--- src/rtl/alu_pkg.sv ---
// alu_pkg: select encodings shared by the ALU, the arbiter in front of it and the decoder.
//   ALU_* : 4-bit select constants
//   alu_sel_legal(sel) : 1 when sel names an implemented operation
package alu_pkg;

  localparam logic [3:0] ALU_ADD  = 4'b0000;
  localparam logic [3:0] ALU_SUB  = 4'b1000;
  localparam logic [3:0] ALU_SLL  = 4'b0001;
  localparam logic [3:0] ALU_SLT  = 4'b0010;
  localparam logic [3:0] ALU_SLTU = 4'b0011;
  localparam logic [3:0] ALU_XOR  = 4'b0100;
  localparam logic [3:0] ALU_SRL  = 4'b0101;
  localparam logic [3:0] ALU_SRA  = 4'b1101;
  localparam logic [3:0] ALU_OR   = 4'b0110;
  localparam logic [3:0] ALU_AND  = 4'b0111;

  function automatic logic alu_sel_legal(input logic [3:0] sel);
    logic legal;
    case (sel)
      ALU_ADD, ALU_SUB, ALU_SLL, ALU_SLT, ALU_SLTU,
      ALU_XOR, ALU_SRL, ALU_SRA, ALU_OR, ALU_AND: legal = 1'b1;
      default:                                    legal = 1'b0;
    endcase
    return legal;
  endfunction

endpackage

--- src/rtl/alu32.sv ---
// alu32: combinational integer ALU.
//   X, Y   : operands
//   select : operation (alu_pkg encodings); unsupported selects yield 0
//   result : operation result
module alu32
  import alu_pkg::*;
#(
  parameter int unsigned n = 32
) (
  input  logic [n-1:0] X,
  input  logic [n-1:0] Y,
  input  logic [3:0]   select,
  output logic [n-1:0] result
);

  localparam int unsigned ShW = $clog2(n);

  logic [ShW-1:0] shamt;
  assign shamt = Y[ShW-1:0];

  always_comb begin
    result = '0;
    case (select)
      ALU_ADD:  result = X + Y;
      ALU_SUB:  result = X - Y;
      ALU_SLL:  result = X << shamt;
      ALU_SLT:  result = {{(n-1){1'b0}}, $signed(X) < $signed(Y)};
      ALU_SLTU: result = {{(n-1){1'b0}}, X < Y};
      ALU_XOR:  result = X ^ Y;
      ALU_SRL:  result = X >> shamt;
      ALU_SRA:  result = $unsigned($signed(X) >>> shamt);
      ALU_OR:   result = X | Y;
      ALU_AND:  result = X & Y;
      default:  result = '0;
    endcase
  end

endmodule

--- src/rtl/alu32_arbiter.sv ---
// alu32_arbiter: shares one alu32 between two requesters with round-robin arbitration.
//   req_valid/req_ready : per-requester request handshake (req_ready one-hot or zero)
//   req_x/req_y/req_sel : packed operands and selects, requester i in slice i
//   rsp_valid/rsp_ready : per-requester one-entry response slot handshake
//   rsp_result/rsp_err  : registered result and unsupported-select flag per slot
module alu32_arbiter
  import alu_pkg::*;
#(
  parameter int unsigned n = 32
) (
  input  logic           clk,
  input  logic           rst_n,
  input  logic [1:0]     req_valid,
  output logic [1:0]     req_ready,
  input  logic [2*n-1:0] req_x,
  input  logic [2*n-1:0] req_y,
  input  logic [7:0]     req_sel,
  output logic [1:0]     rsp_valid,
  input  logic [1:0]     rsp_ready,
  output logic [2*n-1:0] rsp_result,
  output logic [1:0]     rsp_err
);

  logic           last_grant_q, last_grant_d;
  logic [1:0]     slot_valid_q, slot_valid_d;
  logic [1:0]     slot_err_q, slot_err_d;
  logic [2*n-1:0] slot_res_q, slot_res_d;

  logic [1:0]   elig;
  logic [1:0]   gnt;
  logic         gnt_idx;
  logic [n-1:0] alu_x, alu_y, alu_res;
  logic [3:0]   alu_sel;
  logic         sel_legal;

  // A slot being drained this cycle can accept a new result on the same edge.
  assign elig = req_valid & (~slot_valid_q | rsp_ready);

  always_comb begin
    gnt = 2'b00;
    case (elig)
      2'b01:   gnt = 2'b01;
      2'b10:   gnt = 2'b10;
      2'b11:   gnt = last_grant_q ? 2'b01 : 2'b10;
      default: gnt = 2'b00;
    endcase
  end

  assign gnt_idx   = gnt[1];
  assign req_ready = rst_n ? gnt : 2'b00;

  // Idle inputs are parked at ADD 0,0 so the datapath does not toggle.
  always_comb begin
    alu_x   = '0;
    alu_y   = '0;
    alu_sel = ALU_ADD;
    if (gnt != 2'b00) begin
      alu_x   = req_x[n*32'(gnt_idx) +: n];
      alu_y   = req_y[n*32'(gnt_idx) +: n];
      alu_sel = req_sel[4*32'(gnt_idx) +: 4];
    end
  end

  assign sel_legal = alu_sel_legal(alu_sel);

  alu32 #(
    .n(n)
  ) u_alu32 (
    .X     (alu_x),
    .Y     (alu_y),
    .select(alu_sel),
    .result(alu_res)
  );

  always_comb begin
    last_grant_d = last_grant_q;
    slot_valid_d = slot_valid_q;
    slot_err_d   = slot_err_q;
    slot_res_d   = slot_res_q;
    if (gnt != 2'b00) begin
      last_grant_d = gnt_idx;
    end
    for (int i = 0; i < 2; i++) begin
      if (gnt[i]) begin
        slot_valid_d[i]        = 1'b1;
        slot_err_d[i]          = ~sel_legal;
        slot_res_d[n*i +: n]   = sel_legal ? alu_res : '0;
      end else if (rsp_ready[i]) begin
        slot_valid_d[i] = 1'b0;
      end
    end
  end

  always_ff @(posedge clk or negedge rst_n) begin
    if (!rst_n) begin
      last_grant_q <= 1'b1;
      slot_valid_q <= '0;
      slot_err_q   <= '0;
      slot_res_q   <= '0;
    end else begin
      last_grant_q <= last_grant_d;
      slot_valid_q <= slot_valid_d;
      slot_err_q   <= slot_err_d;
      slot_res_q   <= slot_res_d;
    end
  end

  assign rsp_valid  = slot_valid_q;
  assign rsp_err    = slot_err_q;
  assign rsp_result = slot_res_q;

endmodule

--- config.mk ---
export PLATFORM = sky130hd
export DESIGN_NAME = alu32_arbiter
export DESIGN_NICKNAME = d
export VERILOG_FILES = /design/src/rtl/alu_pkg.sv /design/src/rtl/alu32.sv /design/src/rtl/alu32_arbiter.sv
export SDC_FILE = /design/constraint.sdc
export NUM_CORES = 1
export LEC_CHECK = 0
export CORE_MARGIN = 5
export CORE_UTILIZATION = 40
export DETAILED_ROUTE_END_ITERATION = 8
export SETUP_SLACK_MARGIN = 0.3
export SLEW_MARGIN = 5
export SYNTH_ARGS = -nofsm -noshare
export SYNTH_HDL_FRONTEND = slang
export SYNTH_SLANG_ARGS = --single-unit
export TNS_END_PERCENT = 1
--- constraint.sdc ---
create_clock -name clk -period 15.41 [get_ports clk]
set_clock_uncertainty 0.05 [all_clocks]
set_input_delay 2.3115 -clock clk [delete_from_list [all_inputs] [get_ports clk]]
set_output_delay 2.3115 -clock clk [all_outputs]
set_load 0.02 [all_outputs]
== Word level (Yosys, flattened, before mapping) ==
Memory sizes are Yosys's and may differ from the RTL's.
Cells that the tools add are included.
Word-level totals
  register bits after elaboration: 69
  latch bits: 0
  memory bits (writable): 0
  memory bits (read-only): 16
  input bits: 142
  output and inout bits: 70
  word-level logic and storage cells: 53
  memories: 1
Memories
  (no name shown): words 16, bits a word 1, read ports 1, clocked after memory_dff 0, write ports 0, line alu_pkg.sv:19  | case (sel)
Cells by class
  add/sub/neg operators: 2
  multiply operators: 0
  divide/modulo/power cells: 0
  order comparisons: 2
  eq/ne operators: 12
  shifts and indexed selects: 6
  mux-type cells: 12
  bitwise logic cells: 7
  reduce and logical (&&, ||, !) cells: 4
Operator list (count)
  32-bit case mux with 10 select lines: 1
  64-bit by 7-bit indexed part select with 32-bit output: 2
  32-bit 2-to-1 mux: 3
  32-bit less-than comparator: 2
  32-bit adder: 1
  32-bit AND: 1
  32-bit bitwise OR: 1
  32-bit by 5-bit << shifter with 32-bit output: 1
  32-bit by 5-bit right shift with 32-bit output: 1
  32-bit by 5-bit >>> shifter with 32-bit output: 1
  32-bit subtractor: 1
  32-bit XOR: 1
  4-bit by 3-bit == test with 1-bit output (second input constant): 4
  4-bit by 2-bit == test with 1-bit output (second input constant): 2
  4-bit == test (second input constant): 2
  8-bit by 4-bit indexed part select with 4-bit output: 1
  2-bit case mux with 3 select lines: 1
  2-bit nonzero test: 3
  2-bit == test (second input constant): 2
  4-bit by 1-bit == test with 1-bit output (second input constant): 1
  4-bit logical NOT: 1
  1-bit 2-to-1 mux: 4
  2-bit 2-to-1 mux: 2
  4-bit 2-to-1 mux: 1
  5 further kinds: 5

== Depth between registers and ports, before layout ==
Gate-level depths: netlist (run 1).
  depth after elaboration: 10
  mapped depth: 21
  depth with buffers taken out: 16

== Modules after synthesis ==
From an unflattened synthesis (run 1), not the netlist that was laid out.
Unflattened totals
  cell total of the unflattened synthesis: 1748
  area total of the unflattened synthesis: 13157.6 µm²
By module, submodules not included
  alu32: instances 1, cells an instance 1278, area each 8734.6 µm², sequential area each 0.0 µm²
  alu32_arbiter: instances 1, cells an instance 470, area each 4423.0 µm², sequential area each 1727.9 µm²

== Least setup slack after synthesis (run 1) ==
OpenSTA, ideal clock, no wires.
  kind: input to register
  start: input port rsp_ready[1]
  end: register slot_res_q[26] (netlist: rsp_result[26])
  library setup time: 0.138 ns
  arrival time: 6.885 ns
  data required time: 15.222 ns
  slack: 8.337 ns
  stages: 20
  buffers on the path: 4
  path through: nand2b_4 -> a311oi_4 -> a22o_1 -> buf_2 -> buf_6 -> buf_2 -> clkbuf_1 -> ha_1 -> inv_1 -> fa_1 -> o21ba_2 -> o21ai_1 -> a21oi_1 -> o311ai_1 -> a31oi_1 -> o31ai_1 -> o21a_1 -> a22oi_1 -> a2111oi_1 -> a21oi_1
Between the ends
  word-level cells in the longest chain between the ends: 9
  elaborated cells on any way between the ends: 34
  classes of those cells: 2 x add/sub; 12 x eq/ne; 6 x shift; 6 x mux; 5 x bitwise; 2 x reduce/logical; 1 x memory
RTL lines
  start, declared: line alu32_arbiter.sv:19  | input logic [1:0] rsp_ready,
  2-bit bitwise OR *: line alu32_arbiter.sv:37  | assign elig = req_valid & (~slot_valid_q | rsp_ready);
  2-bit AND *: line alu32_arbiter.sv:37
  2-bit == test or 2-bit by 1-bit == test with 1-bit output (tied branches): line alu32_arbiter.sv:41  | case (elig)
  2-bit case mux with 3 select lines *: line alu32_arbiter.sv:41
  64-bit by 7-bit indexed part select with 32-bit output (tied with other cells): line alu32_arbiter.sv:58  | alu_x = req_x[n*32'(gnt_idx) +: n];
  32-bit 2-to-1 mux or 4-bit 2-to-1 mux (tied branches): line alu32_arbiter.sv:57  | if (gnt != 2'b00) begin
  32-bit subtractor (tied with other cells): line alu32.sv:25  | ALU_SUB: result = X - Y;
  32-bit case mux with 10 select lines: line alu32.sv:23  | case (select)
  32-bit 2-to-1 mux: line alu32_arbiter.sv:87  | slot_res_d[n*i +: n] = sel_legal ? alu_res : '0;
  end signal, assigned: line alu32_arbiter.sv:104  | slot_res_q <= slot_res_d;
  end, declared: line alu32_arbiter.sv:27  | logic [2*n-1:0] slot_res_q, slot_res_d;
Mark *: on every way between the ends. The rest lies on a longest branch, timed or not.
A chain may end at the register's enable or synchronous reset.

== Worst setup path in the final report (run 1) ==
  start: input port rsp_ready[1]
  end: register slot_res_q[56] (netlist: rsp_result[56])
Same word-level chain as after synthesis.

==> reports/summary.txt, run 1 <==
Drt first pass iters: 8
Register-to-register setup slack: 8.54 ns
CTS tree: built
GPL Wtd Cong: 1.07
Io pins: 212
Max-slew violations: 0
DP Area: 15,400 um2
Post-Place Setup Slack: 6.47 ns
Total wire length: 68,400 um
Die H: 190 um
GR Overflow Total: 0
Ys flop type: dfrtp_1
DR WL/cell: 29.2 um
Nets: 2,183
LEAKAGE: 6.77 nW
MaxCap Viol Count: 0
Hold Buf Count CTS: 0
Crit Path Class: input pin to flip-flop
Starting DRT DRC Count: 2,555
Fillers: 3,197
Vias in the first global route: 14,812
Worst hold-check path type: flip-flop to flip-flop
Clock period minus final worst setup slack: 8.91 ns
Top cell type's share of synthesized area: 14.3%
Clk buf depth: 2
Synthesized area per cell: 7.16 um2
Reg2Reg Launch Point: last_grant_q$_DFFE_PN1P_
Crit Path Max Fanout: 59
Cts bufs inserted: 9
Reg2Reg Depth: 16
Peak supply drop: 0.0000684 V
PortBufs: 211
Max_slew headroom: 2.13%
Global Route Usage Sum: 36.0%
Row cnt: 65
Worst setup SP type: input pin
Final worst-path cycle share: 57.8%
WP data arrival: 9.05 ns
DIE AREA: 36,100 um2
Post-Synthesis Cells: 1,808
RSZ-0062 raised after global routing: false
Pwr Density: 133 nW/um2
Resize count post-CTS: 0
CTS Sinks: 69
Yosys top cell by area: mux2i_1
Largest net degree at the start of global routing: 72
Post-CTS setup buffers: 0
CP startpoint: rsp_ready[1]
Crit path required time: 15.55 ns
Distinct cell type count after synthesis: 86
Die Wd: 190 um
Proportion of layout cells with a drive suffix above 1: 6.64%
Area Overhead vs Synth: 21.0%
Async S/R FF share, synth: 100%
Slew @ Worst Pin: 1.46 ns
DRC: 0
Final WS setup: 6.50 ns
Post-DRT Antenna Nets: 0
Synth area leaders: mux2i_1 14%, dfrtp_1 13%, ha_1 9.8%, nand2_1 5.8%, o21ai_0 5.3%
Sequential fraction of the synthesis area: 13.3%
Vias: 15,701
Initial antenna violation count: 5
Core area: 31,700 um2
Area occupied by multi-input gates: 10,300 um2
First-pass GRT wire length: 98,400 um
CTS root buffer: clkbuf_16
Clock Pin Slew Worst Setup and Hold Paths: 0.06 ns
Final TNS setup: 0 ns
Storage cell area: 1730 um2
Final instance area: 15,700 um2
Hold Violations, Final: 0
Status: complete, no violations
Vias per cell: 6.70
Worst-skew pair later-pin latency: 0.33 ns
Synthesized area: 12,900 um2
Crit path capture type: flip-flop
Post-synth EDFFs: 0
Setup violations, final: 0
Yosys Warn Count: 0
DP Wirelength: 52,300 um
Initial Utilization: 40.8%
RR Endpoint: rsp_result[56]$_DFFE_PN0N_
FF+latch count, synth: 69
Syn nets: 2,053
FMAX: 0.112 GHz
Worst setup endpoint: rsp_result[56]$_DFFE_PN0N_
CTS H-tree depth: 3
==> cell usage in the layout (no fill, tap or decap), drive strengths merged, types with 12 or more instances in the layout <==
cell type and instances:
nor4 26, a22oi 74, a211oi 29, o31ai 20, a32oi 17, xnor2 16, a21oi 126, nand2b 12
buf 50, dfrtp 68, o221ai 13, o211ai 38, nand2 200, mux2i 187, nand3 46, nor3 54
clkdlybuf4s50 210, nor2 172, or3 13, inv 98, o21ai 141, ha 101, a31oi 20, a21o 12
==> how the worst min path moves through the flow <==
stage                               start                         end  slack, ns  cells after the start
5_1_grt        rsp_result[12]$_DFFE_PN0P_  rsp_result[12]$_DFFE_PN0P_       0.46                      2
4_1_cts        rsp_result[42]$_DFFE_PN0N_  rsp_result[42]$_DFFE_PN0N_       0.43                      2
3_5_place_dp    rsp_result[0]$_DFFE_PN0P_   rsp_result[0]$_DFFE_PN0P_       0.42                      2
6_report        rsp_result[0]$_DFFE_PN0P_   rsp_result[0]$_DFFE_PN0P_       0.43                      2
3_3_place_gp    rsp_result[7]$_DFFE_PN0P_   rsp_result[7]$_DFFE_PN0P_       0.41                      2
2_1_floorplan    last_grant_q$_DFFE_PN1P_    last_grant_q$_DFFE_PN1P_       0.48                      2
==> cell type report <==
class	count	area share (%)
multi-input combinational	1498	65.6
timing repair buffer	260	15.8
sequential	69	11.0
tap	402	3.21
inverter	100	2.40
clock buffer	10	1.53
clock inverter	5	0.384
antenna	1	0.0160
==> synthesized netlist by cell type, drive strengths merged, types with 26 or more instances <==
library cell  count
nand2           200
a211oi           29
buf              66
nand3            46
a21oi           126
ha              101
inv              98
o211ai           38
mux2i           187
nor2            172
clkbuf           75
a22oi            74
o21ai           141
nor4             26
nor3             54
dfrtp            68
==> registers in the layout, indices dropped and copies added (netlist names) <==
name,flops
rsp_result,64
last_grant_q,1
rsp_err,2
rsp_valid,2
==> metal layers <==
layer | vias to the layer above | global-route usage, % | routed length [um]
met5 | - | 0 | 31
met4 | 4 | 14.5 | 3240
met3 | 206 | 8.66 | 7720
met2 | 1077 | 56.1 | 29600
met1 | 7449 | 48.1 | 27800
li1 | 6965 | - | -
==> power breakdown <==
part           leakage [nW]  total, W  internal, W  switching (W)
clock network         0.145  0.000205     0.000129      0.0000762
registers             0.871  0.000307     0.000262      0.0000451
logic                  5.76   0.00156     0.000547        0.00102
total                  6.77   0.00207     0.000938        0.00114
==> critical path, cell delays in order <==
cell and delay, ns:
clkdlybuf4s50_1 0.40, nand2b_4 0.18, a311oi_4 0.28, buf_4 0.40, buf_4 0.66, a22oi_1 0.47, inv_1 0.24, ha_1 0.36
a21o_1 0.22, a21o_1 0.19, a2111oi_0 0.95, o32ai_1 0.30, o221ai_1 0.37, nand2b_1 0.16, a221oi_1 0.41, a21oi_1 0.14
nor4b_1 0.73, o21ai_0 0.17
==> cell families (layout without fill, tap and decap cells) <==
| logic type | count (synthesis) | count (layout) | share of synthesized area (%) |
|---|---|---|---|
| adder cells (fa/ha/maj) | 103 | 103 | 10.1 |
| multiplexers | 196 | 196 | 15.3 |
| AO/OA/AOI/OAI | 610 | 610 | 32.4 |
| AND/OR/NAND/NOR | 570 | 570 | 19.8 |
| other | 0 | 1 | 0 |
| XOR/XNOR | 19 | 19 | 1.29 |
| buffers and inverters | 241 | 375 | 7.78 |
| flip-flops | 69 | 69 | 13.3 |
==> stage by stage <==
step / util (%) / hold slack, ns / std cells / total power [W]
4_1_cts: 49.4 / 0.431 / 2344 / 0.00203
3_5_place_dp: 48.4 / 0.419 / 2329 / 0.00182
2_1_floorplan: - / 0.484 / 1808 / 0.00121
3_3_place_gp: 48.4 / 0.411 / 2329 / 0.00182
5_1_grt: 49.4 / 0.457 / 2344 / 0.00217
6_report: 49.4 / 0.426 / 2345 / 0.00207
(Power assumes the default switching activity.)
==> inputs of run 2 (changes only) <==
--- a/config.mk
+++ b/config.mk
@@ -8,6 +8,7 @@
 export CORE_MARGIN = 5
 export CORE_UTILIZATION = 40
 export DETAILED_ROUTE_END_ITERATION = 8
+export PLACE_DENSITY = 0.65
 export SETUP_SLACK_MARGIN = 0.3
 export SLEW_MARGIN = 5
 export SYNTH_ARGS = -nofsm -noshare
==> constraint.sdc (replaced) <==
create_clock -name clk -period 8.2 [get_ports clk]
set_clock_uncertainty 0.05 [all_clocks]
set_input_delay 1.23 -clock clk [delete_from_list [all_inputs] [get_ports clk]]
set_output_delay 1.23 -clock clk [all_outputs]
set_load 0.02 [all_outputs]
==> reports/summary.txt, run 2 (synthesis gave the netlist of run 1 again) <==
LEAKAGE: 6.91 nW
Hold Violations, Final: 0
Row cnt: 65
RR Endpoint: rsp_result[19]$_DFFE_PN0P_
Seq pwr share: 14.6%
FMAX: 0.137 GHz
CTS root buffer: clkbuf_16
Status: complete, no violations
Commonest non-fill, non-tap cells in the layout: 210 x clkdlybuf4s50_1, 200 x nand2_1, 185 x mux2i_1, 172 x nor2_1, 137 x o21ai_0
Cts bufs inserted: 9
Vias per cell: 6.75
DP Wirelength: 53,900 um
Reg2Reg Depth: 15
Logic gate share of total power: 74.9%
Vias in the first global route: 15,323
MaxCap Viol Count: 0
Final TNS setup: 0 ns
DIE AREA: 36,100 um2
Register-to-register setup slack: 1.90 ns
Max-slew violations: 0
Layout Cells excl Fill: 2,371
Nets: 2,209
Fillers: 3,195
Post-CTS setup buffers: 0
Proportion of layout cells with a drive suffix above 1: 7.87%
Switch Pwr: 0.00215 W
Die H: 190 um
Storage cell area: 1730 um2
Crit path capture type: flip-flop
Global Route Usage Sum: 36.5%
Most common cell after layout, fill and taps aside: clkdlybuf4s50_1
Die Wd: 190 um
Hold Buf Count CTS: 0
First-pass GRT wire length: 100,000 um
Max_slew headroom: 5.23%
Vias: 15,999
DR WL/cell: 29.0 um
Dpl cells: 2,355
Area Overhead vs Synth: 22.6%
Clock Pin Slew Worst Setup and Hold Paths: 0.05 ns
Setup violations, final: 0
Crit path required time: 8.33 ns
Drt first pass iters: 6
WP data arrival: 7.42 ns
Largest net degree at the start of global routing: 59
Net Sw Frac: 54.2%
Final worst-path cycle share: 89.0%
DRC: 0
Area occupied by multi-input gates: 10,300 um2
Starting DRT DRC Count: 2,336
Worst hold-check path type: flip-flop to flip-flop
PortBufs: 211
Clock period minus final worst setup slack: 7.30 ns
RSZ-0062 raised after global routing: false
Power share of the clock group: 10.4%
Hold Crit Depth: 2
Io pins: 212
Clk buf depth: 2
N_diodes: 0
Slew @ Worst Pin: 1.39 ns
Resize count post-CTS: 0
Crit Path Max Fanout: 24
Crit Path Class: input pin to flip-flop
Post-DRT Antenna Nets: 0
Total wire length: 68,700 um
Largest register FFs: 64
Worst Hold Path EP: rsp_result[51]$_DFFE_PN0N_
CTS tree: built
CTS Sinks: 69
Hold Startpoint: rsp_result[51]$_DFFE_PN0N_
Initial antenna violation count: 1
Core area: 31,700 um2
Reg2Reg Launch Point: rsp_valid[1]$_DFFE_PN0P_
GR Overflow Total: 0
P_int: 0.00182 W
Worst-skew pair later-pin latency: 0.33 ns
Peak supply drop: 0.000165 V
GPL Wtd Cong: 1.07
CTS H-tree depth: 3
Worst setup SP type: input pin
Pwr Density: 250 nW/um2
Initial Utilization: 40.8%
-- run 2: layout make-up --
cell class | count | area share (%)
Multi-Input combinational cell | 1498 | 64.7
Timing Repair Buffer | 286 | 16.8
Sequential cell | 69 | 10.9
Tap cell | 402 | 3.17
Inverter | 100 | 2.36
Clock buffer | 10 | 1.51
Clock inverter | 6 | 0.544
-- run 2: power by group through the flow --
stage                     registers [W]  logic, W  clock network (W)
after global routing           0.000603   0.00312           0.000443
after CTS                      0.000582   0.00288           0.000425
after floorplan                0.000760   0.00152                  0
after global placement         0.000581   0.00286                  0
after detailed placement       0.000586   0.00287                  0
final                          0.000581   0.00297           0.000414
-- run 2: layer usage --
metal,share of wire (%),global-route usage [%],wire (um)
met1,41,49.9,28000
met2,42,55.2,28700
met3,12,7.54,8110
met4,5.6,16.6,3850
met5,0.016,0,11
-- run 2: worst max-delay path by stage --
stage                     slack (ns)  cells after the start                          to         start
final                           0.90                     16  rsp_result[19]$_DFFE_PN0P_  rsp_ready[1]
after global routing            0.55                     16  rsp_result[51]$_DFFE_PN0N_  rsp_ready[1]
after CTS                       1.17                     16  rsp_result[19]$_DFFE_PN0P_  rsp_ready[1]
after detailed placement        0.84                     16  rsp_result[19]$_DFFE_PN0P_  rsp_ready[1]
after global placement          0.99                     16  rsp_result[19]$_DFFE_PN0P_  rsp_ready[1]
after floorplan                 2.21                     20  rsp_result[26]$_DFFE_PN0P_  rsp_ready[1]
-- run 2: worst max-delay path, cell delays in order --
cell	delay (ns)
clkdlybuf4s50_1	0.41
nand2b_4	0.19
a311oi_4	0.77
buf_4	0.42
buf_4	0.39
a22oi_1	0.22
ha_1	0.56
or3_1	0.49
nor3_1	0.39
a21boi_0	0.64
or2_2	0.27
nor4_1	0.06
a2111oi_0	0.41
a221o_1	0.25
nor4bb_1	0.54
o21ai_0	0.15
-- run 2: metrics by stage --
| stage | total power (W) | area, um2 | hold WS, ns | utilization (%) | worst slack [ns] |
|---|---|---|---|---|---|
| 2_1_floorplan | 0.00228 | 12900 | 0.484 | - | 2.21 |
| 3_3_place_gp | 0.00344 | 15500 | 0.413 | 49.0 | 0.986 |
| 3_5_place_dp | 0.00345 | 15500 | 0.419 | 49.0 | 0.845 |
| 4_1_cts | 0.00389 | 15900 | 0.430 | 50.0 | 1.17 |
| 5_1_grt | 0.00416 | 15900 | 0.450 | 50.0 | 0.555 |
| 6_report | 0.00397 | 15900 | 0.426 | 50.0 | 0.902 |
